$ cat config.mk
export PLATFORM = sky130hd
export DESIGN_NAME = instruction_fetch_queue
export DESIGN_NICKNAME = d
export VERILOG_FILES = /design/src/rtl/fetch_pkg.sv /design/src/rtl/fetch_queue.sv /design/src/rtl/instruction_fetch_queue.sv
export SDC_FILE = /design/constraint.sdc
export NUM_CORES = 1
export LEC_CHECK = 0
export BUFFER_PORTS_ARGS = -buffer_cell sky130_fd_sc_hd__buf_2
export CAP_MARGIN = 30
export CORE_ASPECT_RATIO = 1.75
export CORE_MARGIN = 2
export CORE_UTILIZATION = 60
export DETAILED_ROUTE_END_ITERATION = 10
export HOLD_SLACK_MARGIN = 0.06
export PLACE_DENSITY = 0.85
export SLEW_MARGIN = 30
export SYNTH_ARGS = -nofsm -noshare
export SYNTH_HDL_FRONTEND = slang
export SYNTH_SLANG_ARGS = --single-unit
$ cat constraint.sdc
create_clock -name Clk -period 5.9 [get_ports Clk]
set_input_delay 0.885 -clock Clk [delete_from_list [all_inputs] [get_ports Clk]]
set_output_delay 0.885 -clock Clk [all_outputs]
set_load 0.02 [all_outputs]
$ cat src/rtl/fetch_pkg.sv
// fetch_pkg
// Shared types for the instruction fetch stage.
//   redir_sel_t  : which redirect source won arbitration this cycle
//   q_state_t    : occupancy state of the fetch queue
//   entry_t      : default-width queue entry {instr, pc}; the top level
//                  rebuilds the same layout at its own parameter widths
//   q_state_of() : maps an occupancy count onto q_state_t
package fetch_pkg;

    typedef enum logic [1:0] {
        REDIR_NONE,
        REDIR_BR,
        REDIR_J,
        REDIR_JR
    } redir_sel_t;

    typedef enum logic [1:0] {
        Q_EMPTY,
        Q_FILLING,
        Q_FULL
    } q_state_t;

    localparam int unsigned DEFAULT_ADDR_WIDTH  = 32;
    localparam int unsigned DEFAULT_INSTR_WIDTH = 32;

    typedef struct packed {
        logic [DEFAULT_INSTR_WIDTH-1:0] instr;
        logic [DEFAULT_ADDR_WIDTH-1:0]  pc;
    } entry_t;

    function automatic q_state_t q_state_of(input int unsigned cnt,
                                            input int unsigned depth);
        if (cnt == 0)
            return Q_EMPTY;
        else if (cnt >= depth)
            return Q_FULL;
        else
            return Q_FILLING;
    endfunction

endpackage

$ cat src/rtl/fetch_queue.sv
// fetch_queue
// Circular FIFO holding fetched {instr, pc} entries for decode.
// Ports:
//   clk, rst_n  : clock, asynchronous active-low reset
//   flush       : drop all entries at the next edge (wins over enq/deq)
//   enq/enq_data: push one entry
//   deq         : pop the head (ignored when empty)
//   count       : number of stored entries, 0..DEPTH
//   state       : Q_EMPTY / Q_FILLING / Q_FULL, tracks count
//   head        : entry at the read pointer
module fetch_queue
    import fetch_pkg::*;
#(
    parameter int unsigned DEPTH  = 4,
    parameter type         elem_t = fetch_pkg::entry_t
) (
    input  logic                   clk,
    input  logic                   rst_n,
    input  logic                   flush,
    input  logic                   enq,
    input  elem_t                  enq_data,
    input  logic                   deq,
    output logic [$clog2(DEPTH):0] count,
    output q_state_t               state,
    output elem_t                  head
);

    localparam int unsigned PTR_W = $clog2(DEPTH);
    localparam int unsigned CNT_W = PTR_W + 1;

    elem_t            mem [DEPTH];
    logic [PTR_W-1:0] wr_ptr;
    logic [PTR_W-1:0] rd_ptr;
    logic [CNT_W-1:0] count_q;
    logic [CNT_W-1:0] count_next;
    q_state_t         state_q;
    logic             do_enq;
    logic             do_deq;

    assign do_enq = enq & ~flush;
    assign do_deq = deq & ~flush & (count_q != '0);

    always_comb begin
        count_next = count_q;
        if (flush)
            count_next = '0;
        else if (do_enq && !do_deq)
            count_next = count_q + 1'b1;
        else if (do_deq && !do_enq)
            count_next = count_q - 1'b1;
    end

    // Pointers wrap naturally because DEPTH is a power of two.
    always_ff @(posedge clk or negedge rst_n) begin
        if (!rst_n) begin
            wr_ptr  <= '0;
            rd_ptr  <= '0;
            count_q <= '0;
            state_q <= Q_EMPTY;
        end else if (flush) begin
            wr_ptr  <= '0;
            rd_ptr  <= '0;
            count_q <= '0;
            state_q <= Q_EMPTY;
        end else begin
            if (do_enq)
                wr_ptr <= wr_ptr + 1'b1;
            if (do_deq)
                rd_ptr <= rd_ptr + 1'b1;
            count_q <= count_next;
            state_q <= q_state_of(32'(count_next), DEPTH);
        end
    end

    always_ff @(posedge clk) begin
        if (do_enq)
            mem[wr_ptr] <= enq_data;
    end

    assign head  = mem[rd_ptr];
    assign count = count_q;
    assign state = state_q;

    // The fetch credit rule should make this unreachable.
    no_overflow: assert property (@(posedge clk) disable iff (!rst_n)
        !(do_enq && state_q == Q_FULL));

endmodule

$ cat src/rtl/instruction_fetch_queue.sv
// instruction_fetch_queue
// Fetch stage: owns the fetch PC, issues one read per cycle to a synchronous
// 1-cycle instruction memory, and buffers returned words for decode.
// Ports:
//   Clk, Reset            : clock, asynchronous active-low reset
//   BranchTaken/Target    : redirect (lowest priority)
//   Jump/JumpTarget       : redirect (middle priority)
//   JumpRegister/...Target: redirect (highest priority)
//   imem_req, imem_addr   : read request and address
//   imem_rdata            : read data, valid the cycle after a request
//   out_valid, out_ready  : decode handshake
//   instr_out, instr_pc   : head instruction and its address
//   pc_out                : instr_pc + PC_STEP
module instruction_fetch_queue
    import fetch_pkg::*;
#(
    parameter int unsigned           ADDR_WIDTH  = 32,
    parameter int unsigned           INSTR_WIDTH = 32,
    parameter int unsigned           QUEUE_DEPTH = 4,
    parameter logic [ADDR_WIDTH-1:0] RESET_PC    = '0,
    parameter int unsigned           PC_STEP     = 4
) (
    input  logic                   Clk,
    input  logic                   Reset,
    input  logic                   BranchTaken,
    input  logic [ADDR_WIDTH-1:0]  BranchTarget,
    input  logic                   Jump,
    input  logic [ADDR_WIDTH-1:0]  JumpTarget,
    input  logic                   JumpRegister,
    input  logic [ADDR_WIDTH-1:0]  JumpRegisterTarget,
    output logic                   imem_req,
    output logic [ADDR_WIDTH-1:0]  imem_addr,
    input  logic [INSTR_WIDTH-1:0] imem_rdata,
    output logic                   out_valid,
    input  logic                   out_ready,
    output logic [INSTR_WIDTH-1:0] instr_out,
    output logic [ADDR_WIDTH-1:0]  instr_pc,
    output logic [ADDR_WIDTH-1:0]  pc_out
);

    localparam int unsigned           CNT_W = $clog2(QUEUE_DEPTH) + 1;
    localparam logic [ADDR_WIDTH-1:0] STEP  = ADDR_WIDTH'(PC_STEP);

    typedef struct packed {
        logic [INSTR_WIDTH-1:0] instr;
        logic [ADDR_WIDTH-1:0]  pc;
    } fetch_entry_t;

    redir_sel_t            redir_sel;
    logic                  redirect;
    logic [ADDR_WIDTH-1:0] redir_target;

    logic [ADDR_WIDTH-1:0] fpc;
    logic [ADDR_WIDTH-1:0] rsp_pc;
    logic                  inflight;
    logic                  kill;
    logic                  issue;
    logic [CNT_W:0]        occupancy;

    logic [CNT_W-1:0]      q_count;
    q_state_t              q_state;
    fetch_entry_t          q_head;
    fetch_entry_t          rsp_entry;
    logic                  rsp_enq;
    logic                  transfer;

    // Redirect arbitration: JumpRegister > Jump > BranchTaken.
    always_comb begin
        redir_sel = REDIR_NONE;
        if (JumpRegister)
            redir_sel = REDIR_JR;
        else if (Jump)
            redir_sel = REDIR_J;
        else if (BranchTaken)
            redir_sel = REDIR_BR;
    end

    always_comb begin
        redir_target = '0;
        case (redir_sel)
            REDIR_JR: redir_target = JumpRegisterTarget;
            REDIR_J:  redir_target = JumpTarget;
            REDIR_BR: redir_target = BranchTarget;
            default:  redir_target = '0;
        endcase
    end

    assign redirect = (redir_sel != REDIR_NONE);

    // Credit counts the outstanding response as occupied so a full queue
    // can never receive a word it has no room for.
    assign occupancy = {1'b0, q_count} + {{CNT_W{1'b0}}, inflight};
    assign issue     = Reset & ~redirect
                     & (occupancy < (CNT_W + 1)'(QUEUE_DEPTH));

    assign imem_req  = issue;
    assign imem_addr = fpc;

    always_ff @(posedge Clk or negedge Reset) begin
        if (!Reset) begin
            fpc      <= RESET_PC;
            rsp_pc   <= '0;
            inflight <= 1'b0;
            kill     <= 1'b0;
        end else begin
            inflight <= issue;
            kill     <= redirect;
            if (issue)
                rsp_pc <= fpc;
            if (redirect)
                fpc <= redir_target;
            else if (issue)
                fpc <= fpc + STEP;
        end
    end

    // A redirect in the response cycle drops the word directly; kill covers
    // a redirect that landed in the issue-to-response window one cycle back.
    assign rsp_enq   = inflight & ~kill & ~redirect;
    assign rsp_entry = '{instr: imem_rdata, pc: rsp_pc};

    assign out_valid = (q_state != Q_EMPTY) & ~redirect;
    assign transfer  = out_valid & out_ready;

    fetch_queue #(
        .DEPTH  (QUEUE_DEPTH),
        .elem_t (fetch_entry_t)
    ) u_queue (
        .clk      (Clk),
        .rst_n    (Reset),
        .flush    (redirect),
        .enq      (rsp_enq),
        .enq_data (rsp_entry),
        .deq      (transfer),
        .count    (q_count),
        .state    (q_state),
        .head     (q_head)
    );

    // Head fields are zeroed while invalid so reset presents all-zero outputs.
    assign instr_out = out_valid ? q_head.instr       : '0;
    assign instr_pc  = out_valid ? q_head.pc          : '0;
    assign pc_out    = out_valid ? (q_head.pc + STEP) : '0;

endmodule

==> results of run 1 <==
-- flip-flops by register name, summed over array words and instances (netlist names) --
| name | count |
|---|---|
| u_queue.count | 3 |
| u_queue.state | 1 |
| u_queue.rd_ptr | 2 |
| inflight | 1 |
| u_queue.wr_ptr | 2 |
| u_queue.mem | 256 |
| kill | 1 |
| imem_addr | 32 |
| rsp_pc | 32 |
-- routing by layer --
metal | routed length [µm] | part of all wire, % | global-route usage, %
met1 | 11850 | 35 | 31.01
met2 | 18550 | 55 | 49.34
met3 | 2035 | 6.0 | 3.220
met4 | 1298 | 3.8 | 10.27
met5 | 0 | 0 | 0
-- power by group through the flow --
stage	logic [µW]	clock network [µW]	registers, µW
after detailed placement	275	0	2780
final	279	1830	2740
after global placement	268	0	2770
after CTS	280	1850	2730
after global routing	311	1930	2750
after floorplan	125	0	2770
-- synthesized netlist by cell type, types with 6 or more instances --
cell type,instances,share of area (%)
o22ai_1,31,1.3
nor3_1,10,0.34
inv_1,16,0.41
edfxtp_1,256,53
nor2_1,69,1.8
dfrtp_1,74,13
ha_1,9,0.77
clkbuf_1,33,0.85
buf_2,6,0.21
xnor2_1,15,0.90
nand3_1,27,0.93
and2_1,67,2.9
nand4_1,18,0.77
o21ai_0,24,0.83
buf_1,6,0.15
a21oi_1,50,1.7
a22oi_1,6,0.31
xor2_1,31,1.9
mux4_2,54,8.4
and3_1,15,0.65
nand2_1,109,2.8
mux4_1,10,1.8
-- stage by stage --
stage / hold WS (ps) / cell area, µm² / worst slack, ps / power (µW) / cells
2_1_floorplan: 470.9 / 14550 / 2003 / 2897 / 1006
5_1_grt: 416.8 / 17030 / 1188 / 4988 / 1587
3_3_place_gp: 485.1 / 16080 / 1839 / 3034 / 1536
6_report: 357.7 / 17030 / 1341 / 4844 / 1587
4_1_cts: 523.1 / 16990 / 1154 / 4859 / 1585
3_5_place_dp: 503.3 / 16080 / 1751 / 3055 / 1536
-- worst paths after layout --
path	end	slack (ps)	cells after the start
max in group asynchronous	u_queue.rd_ptr[0]	5040	1
setup / recovery	pc_out[26]	1340	8
setup reg to reg	u_queue.mem[0][26]	3330	3
hold reg to reg	u_queue.mem[2][1]	530	0
hold / removal	u_queue.wr_ptr[0]	360	1
min in group Clk	u_queue.mem[2][1]	530	0
-- cell usage in the layout, fill, tap and decap left out, drive strengths merged, types with 3 or more instances in the layout --
master	n
buf	278
edfxtp	256
nand2	110
dfrtp	74
nor2	70
and2	68
mux4	64
a21oi	50
xor2	31
o22ai	31
clkbuf	29
nand3	28
o21ai	24
nand4	21
inv	19
xnor2	15
and3	15
nor3	12
clkinv	10
ha	9
a22oi	6
clkinvlp	6
bufinv	4
nor4	4
or3	3
nor2b	3
mux2	3
nand2b	3
nor4b	3
-- area by class of cell --
cell class	instances	area [µm²]
well taps	308	385.4
flip-flops and latches	330	9544
clock inverters	20	224.0
clock buffers	29	683.2
inverters	19	71.32
repair buffers	278	1455
fillers	1536	6902
multi-input cells	602	4662
diodes	1	2.502
-- worst max-delay path, stage by stage, from the launching register on --
cell     delay, ps
dfrtp_2        780
buf_4          450
mux4_1         400
nand4_4        210
nor4b_4        620
nand3_1        160
xor2_1         170
nor2_1         130
buf_2          190
-- cell families after synthesis --
logic type      Yosys count
simple gates            349
flops                   330
compound gates          130
buf+inv                  74
mux                      68
xor+xnor                 46
fa+ha+maj                 9
==> impl_metrics.toml, run 1 <==
[status]
status = "complete, no violations"

[yosys]
synth_fp_nets = 1149
synth-simple-area-share_pct = 12.42
async_flop_share_pct = 22.42
synth.avg_cell_area_um2 = 14.46
synth_compound_area_share_pct = 5.453
synth_ff_type = "edfxtp_1"
synth.distinct_cells = 68
synth-xor-area-share_pct = 2.769
synth_seq_area_share_pct = 65.57
synth_top_family_by_area = "simple AND/OR/NAND/NOR gates"
syn_inst = 1006
postSynthRegisterBits = 330
yosys_warnings = 0
synth_edf_count = 256
syn_area_um2 = 14550
synth_adder_area_share_pct = 0.7741
synthMuxAreaShare_pct = 10.47

[layout]
syn_to_final_growth_pct = 17.05
drive_above_1_share_pct = 31.53
nets = 1401
fin_util_pct = 71.16

[setup_path]
r2r-start = "inflight"
startpoint = "u_queue.rd_ptr[1]"
startpoint_type = "register"
critPathArrivalTime_ps = 3670
path_class = "register to output port"
crit_fanout = 26
endpoint_kind = "output port"
critPathRequiredTime_ps = 5020

[floorplan]
start_util_pct = 60.79
rows = 75
die_area_um2 = 25560
io_pins = 264
chipHeight_um = 210.0
die_x_um = 121.7
placeableCoreArea_um2 = 23930

[clocking]
cts_setup_buffers = 0
htree_num_levels = 1
clkTransAtPathRegs_ps = 70
cts_hold_buf = 0
numCtsBuffers = 27
cts.sinks = 330
cts_tree = "yes"
clock-root-buffer = "clkbuf_16"
clk_latency_ps = 540
ctsResizeCount = 0
clock_path_buffers = 3

[sta]
min_period_ps = 4559
worst_pin_slew_ps = 951.8
finalHoldViolations = 0
rsz0062_at_grt = "no"
min_period_over_period_pct = 77.28
max_freq_ghz = 0.2193
fin_setup_tns_ps = 0
finClkSkew_ps = 11.30
slew_viol_final = 0
slew_headroom_pct = 36.55
setup_violations = 0

[power]
vdd_drop_max_uv = 231.3
p_sw_share_pct = 22.38
p_comb_share_pct = 5.7
power_leakage_uw = 0.006512
p_int_uw = 3760
power_density_nw_per_um2 = 284.5
power_frac_clock_pct = 37.7
switchingPower_uw = 1084
seqPwrFrac_pct = 56.5

[routing]
drt-pass1-iter-count = 5
viasPerCell = 5.965
vias = 9467
drtIter0Drc = 762
drt-total-wl_um = 33730
drc = 0
drtAntennaViolNets = 0
post_drt_wl_per_cell_um = 21.25

[global_route]
grt_first_pass_wirelength_um = 51560
antenna_found_initial = 1
overflow = 0
grt_util_all_layers_pct = 26.56
first_global_vias = 9484
grt_max_degree = 77

[job]
maxCapViolCount = 0

[placed_design]
gp_congestion = 0.8503
portBuffers = 263
place.detailed.hpwl_um = 22350

[hold_path]
hold_path_class = "primary input to asynchronous set/reset pin"
Power figures use the tool's default switching activity.
==> run 2, diff against run 1 <==
--- a/config.mk
+++ b/config.mk
@@ -9,10 +9,10 @@
 export CAP_MARGIN = 30
 export CORE_ASPECT_RATIO = 1.75
 export CORE_MARGIN = 2
-export CORE_UTILIZATION = 60
+export CORE_UTILIZATION = 56
 export DETAILED_ROUTE_END_ITERATION = 10
 export HOLD_SLACK_MARGIN = 0.06
-export PLACE_DENSITY = 0.85
+export PLACE_DENSITY = 0.8
 export SLEW_MARGIN = 30
 export SYNTH_ARGS = -nofsm -noshare
 export SYNTH_HDL_FRONTEND = slang
==> constraint.sdc (replaced) <==
create_clock -name Clk -period 4.5 [get_ports Clk]
set_input_delay 0.675 -clock Clk [delete_from_list [all_inputs] [get_ports Clk]]
set_output_delay 0.675 -clock Clk [all_outputs]
set_load 0.02 [all_outputs]
==> run 2 against run 1 <==
Worst setup slack got worse by 800 ps. Final cell count rose by 1.3%. Via count fell by 0.78%. Design area rose by 0.61%. Sequential power rose by 31%. Sequential share of layout area fell by 0.34 points. Die area rose by 7.0%.
==> impl_metrics.toml, run 2 (synthesis results as in run 1) <==
[floorplan]
start_util_pct = 56.46
io_pins = 264
die_area_um2 = 27330
placeableCoreArea_um2 = 25760
die_x_um = 125.8
rows = 78
chipHeight_um = 217.2

[routing]
drtAntennaViolNets = 0
drc = 0
drt-pass1-iter-count = 5
vias = 9393
drtIter0Drc = 683
viasPerCell = 5.845
post_drt_wl_per_cell_um = 20.61
drt-total-wl_um = 33120

[status]
status = "complete, no violations"

[setup_path]
critPathRequiredTime_ps = 3830
endpoint_kind = "output port"
crit_fanout = 24
path_class = "register to output port"
critPathArrivalTime_ps = 3290
startpoint_type = "register"

[layout]
drive_above_1_share_pct = 31.80
largest_register_ff_count = 256
largest_register = "u_queue.mem"
syn_to_final_growth_pct = 17.76
register_area_um2 = 9544
fin_util_pct = 66.49
nets = 1408
multi_input_area_um2 = 4653
final_cell_mix = "buf_2, edfxtp_1, nand2_1"
fill_cells = 1860
stdcell_area_um2 = 17130
final_common_cell = "buf_2"

[clocking]
clkTransAtPathRegs_ps = 70
clk_latency_ps = 550
cts.sinks = 330
clock_path_buffers = 3
htree_num_levels = 1
cts_setup_buffers = 0
clock-root-buffer = "clkbuf_16"
numCtsBuffers = 28
ctsResizeCount = 0
cts_tree = "yes"
cts_hold_buf = 0

[job]
maxCapViolCount = 0

[sta]
min_period_ps = 3961
finalHoldViolations = 0
slew_headroom_pct = 35.73
fin_setup_tns_ps = 0
slew_viol_final = 0
finClkSkew_ps = 14.42
rsz0062_at_grt = "no"
fin_hold_ws_ps = 265.0
setup_ws_ps = 539.2
worst_pin_slew_ps = 964.0
max_freq_ghz = 0.2525
min_period_over_period_pct = 88.02
setup_violations = 0

[hold_path]
hold_path_class = "primary input to asynchronous set/reset pin"

[placed_design]
gp_congestion = 0.8404
place_area_um2 = 16150
place_ws_ps = 1134
portBuffers = 263
place.detailed.hpwl_um = 22730

[global_route]
antenna_found_initial = 1
grt_util_all_layers_pct = 24.31
first_global_vias = 9564
grt_max_degree = 75
grt_first_pass_wirelength_um = 52010
overflow = 0

[power]
power_leakage_uw = 0.006587
power_density_nw_per_um2 = 379.4
vdd_drop_max_uv = 299.9
==> run 2: stage by stage <==
stage / std cells / total power, µW
finish: 1607 / 6499
global route: 1607 / 6710
CTS: 1606 / 6539
detailed placement: 1555 / 4010
global placement: 1555 / 3984
floorplan: 1006 / 3798
==> run 2: power by group <==
part / leakage [µW] / internal, µW / switching [µW]
Combinational: 0.00289 / 146 / 222
Sequential: 0.00323 / 3440 / 140
Clock: 0.000471 / 1470 / 1070
==> run 2: worst max-delay path, cell delays in order, from the launching register on <==
cell	delay, ps
dfrtp_4	710
buf_4	400
mux4_1	440
nor4b_4	500
nand3_1	160
xor2_1	160
nor2_1	150
buf_2	190
==> run 2: area by class of cell <==
cell class,instances,area share [%]
diodes,1,0.01461
flip-flops and latches,330,55.71
well taps,320,2.337
repair buffers,284,8.640
clock buffers,33,4.324
inverters,19,0.4163
multi-input cells,602,27.16
clock inverters,18,1.395
==> run 2: worst paths after layout <==
| path | from | to | slack (ps) | depth (start not counted) |
|---|---|---|---|---|
| worst max-delay path | u_queue.rd_ptr[0] | pc_out[29] | 540 | 7 |
| worst min-delay path | Reset | rsp_pc[5] | 260 | 2 |
| worst max register to register | imem_addr[11] | imem_addr[20] | 2030 | 6 |
| worst min register to register | rsp_pc[1] | u_queue.mem[2][1] | 520 | 0 |
| max in group asynchronous | Reset | u_queue.rd_ptr[0] | 3730 | 2 |
| min in group Clk | JumpRegisterTarget[2] | imem_addr[2] | 340 | 3 |
==> run 2: layer usage <==
| metal | up-vias | GRT usage, % | part of all wire, % |
|---|---|---|---|
| met1 | 4608 | 29.48 | 37 |
| met2 | 407 | 44.32 | 54 |
| met3 | 64 | 3.417 | 5.9 |
| met4 | 0 | 8.718 | 2.9 |
| met5 | - | 0 | 0 |
| li1 | 4314 | - | - |
==> run 3, diff against run 2 <==
--- a/config.mk
+++ b/config.mk
@@ -12,7 +12,7 @@
 export CORE_UTILIZATION = 56
 export DETAILED_ROUTE_END_ITERATION = 10
 export HOLD_SLACK_MARGIN = 0.06
-export PLACE_DENSITY = 0.8
+export PLACE_DENSITY = 0.82
 export SLEW_MARGIN = 30
 export SYNTH_ARGS = -nofsm -noshare
 export SYNTH_HDL_FRONTEND = slang
==> constraint.sdc (replaced) <==
create_clock -name Clk -period 3.9 [get_ports Clk]
set_input_delay 0.585 -clock Clk [delete_from_list [all_inputs] [get_ports Clk]]
set_output_delay 0.585 -clock Clk [all_outputs]
set_load 0.02 [all_outputs]
==> run 3 against run 2 <==
Hold slack worse by 69 ps. Highest routed layer unchanged. Non-clock buffer count is 1 higher. Critical path type unchanged. Register-to-register slack worse by 590 ps. Routed wire length is 1.2% lower. Global-route usage is 0.60 points lower. Count of clock-buffer cells in the layout is 2 higher. Critical path depth stayed put. Design area is 0.37% higher. Total power is 15% higher. Utilization is 0.25 points higher. Sequential cell count stayed put. Worst setup slack worse by 360 ps.
==> impl_metrics.toml, run 3 (synthesis results as in run 1) <==
[power]
p_comb_share_pct = 5.7
p_sw_share_pct = 21.85
power_density_nw_per_um2 = 434.9
p_int_uw = 5845
finalPower_uw = 7479
vdd_drop_max_uv = 322.9
power_leakage_uw = 0.006603
switchingPower_uw = 1634
power_frac_clock_pct = 39.1
seqPwrFrac_pct = 55.2

[setup_path]
endpoint_kind = "output port"
path_class = "register to output port"
startpoint_type = "register"
crit_fanout = 20
critPathRequiredTime_ps = 3310
critPathArrivalTime_ps = 3140

[placed_design]
place_area_um2 = 16170
portBuffers = 263
gp_congestion = 0.8346
place.detailed.hpwl_um = 22850

[sta]
max_freq_ghz = 0.2687
fin_setup_tns_ps = 0
min_period_over_period_pct = 95.43
finalHoldViolations = 0
min_period_ps = 3722
rsz0062_at_grt = "no"
finClkSkew_ps = 26.92
slew_headroom_pct = 39.18
setup_violations = 0
fin_hold_ws_ps = 195.6
worst_pin_slew_ps = 899.6
slew_viol_final = 0

[layout]
stdcell_area_um2 = 17200
syn_to_final_growth_pct = 18.20
fill_cells = 1830
nets = 1409
final_common_cell = "buf_2"
final_cell_mix = "buf_2, edfxtp_1, nand2_1"
largest_register_ff_count = 256
largest_register = "u_queue.mem"
drive_above_1_share_pct = 31.99

[routing]
drc = 0
viasPerCell = 5.800
drt-pass1-iter-count = 5
drt-total-wl_um = 32710
vias = 9332
post_drt_wl_per_cell_um = 20.33
drtAntennaViolNets = 0
drtIter0Drc = 630

[global_route]
grt_util_all_layers_pct = 23.71
grt_first_pass_wirelength_um = 50830
antenna_found_initial = 1
grt_max_degree = 75
first_global_vias = 9583
overflow = 0

[floorplan]
placeableCoreArea_um2 = 25760
rows = 78
start_util_pct = 56.46
die_x_um = 125.8
die_area_um2 = 27330
chipHeight_um = 217.2
io_pins = 264

[job]
maxCapViolCount = 0

[clocking]
htree_num_levels = 1
clock-root-buffer = "clkbuf_16"
cts.sinks = 330
cts_tree = "yes"
clock_path_buffers = 3
clk_latency_ps = 560
numCtsBuffers = 28
clkTransAtPathRegs_ps = 70

[status]
status = "complete, no violations"

[hold_path]
hold_path_class = "primary input to asynchronous set/reset pin"
[run 3: through the flow]
step,cells,utilization [%],setup WS (ps)
after floorplan,1006,-,302.8
after global placement,1553,62.76,550.4
after detailed placement,1553,62.77,524.7
after CTS,1606,66.60,1.548
after global routing,1609,66.74,3.907
final,1609,66.74,178.4
[run 3: path summary, 6_finish.rpt]
path | cells past startpoint | end | startpoint | slack (ps)
worst min-delay path | 2 | imem_addr[2] | Reset | 200
worst max-delay path | 7 | pc_out[31] | u_queue.rd_ptr[1] | 180
min in group Clk | 1 | u_queue.mem[0][47] | imem_rdata[15] | 250
worst max register to register | 5 | imem_addr[18] | imem_addr[12] | 1440
worst min register to register | 0 | u_queue.mem[2][25] | rsp_pc[25] | 510
max in group asynchronous | 2 | u_queue.rd_ptr[0] | Reset | 3190
[run 3: per-layer routing]
metal  track usage (%)  vias to the layer above  share of wire (%)
li1                  -                     4307                  -
met1             27.56                     4606                 37
met2             44.20                      367                 54
met3             2.876                       52                5.4
met4             9.707                        0                3.6
met5                 0                        -                  0
[run 3: final cells by class]
type                            instances  area, µm²  share of cell area (%)
Inverter                               19      71.32                  0.4148
Sequential cell                       330       9544                   55.50
Clock buffer                           35      747.0                   4.344
Tap cell                              320      400.4                   2.328
Timing Repair Buffer                  285       1540                   8.957
Antenna cell                            1      2.502                 0.01455
Multi-Input combinational cell        602       4658                   27.09
Clock inverter                         17      231.5                   1.346
[run 3: critical path, cell delays in order, from the launching register on]
cell     delay, ps
dfrtp_2        650
buf_4          350
mux4_2         330
nand4_1        170
nor3_2         370
nand4_1        160
mux2_1         380
buf_2          170
[run 3: timing repair]
item / CTS / global route
pin swaps: 1 / 0
hold buffers: 0 / 0
resized for setup: 0 / 1
endpoints found under the setup margin: 8 / 11
buffers inserted: 1 / 1
[run 3: power groups by stage]
stage / registers, µW / logic, µW / clock network, µW
2_1_floorplan: 4190 / 189 / 0
3_3_place_gp: 4180 / 411 / 0
3_5_place_dp: 4200 / 423 / 0
4_1_cts: 4130 / 427 / 2970
5_1_grt: 4150 / 474 / 3110
6_report: 4130 / 424 / 2920
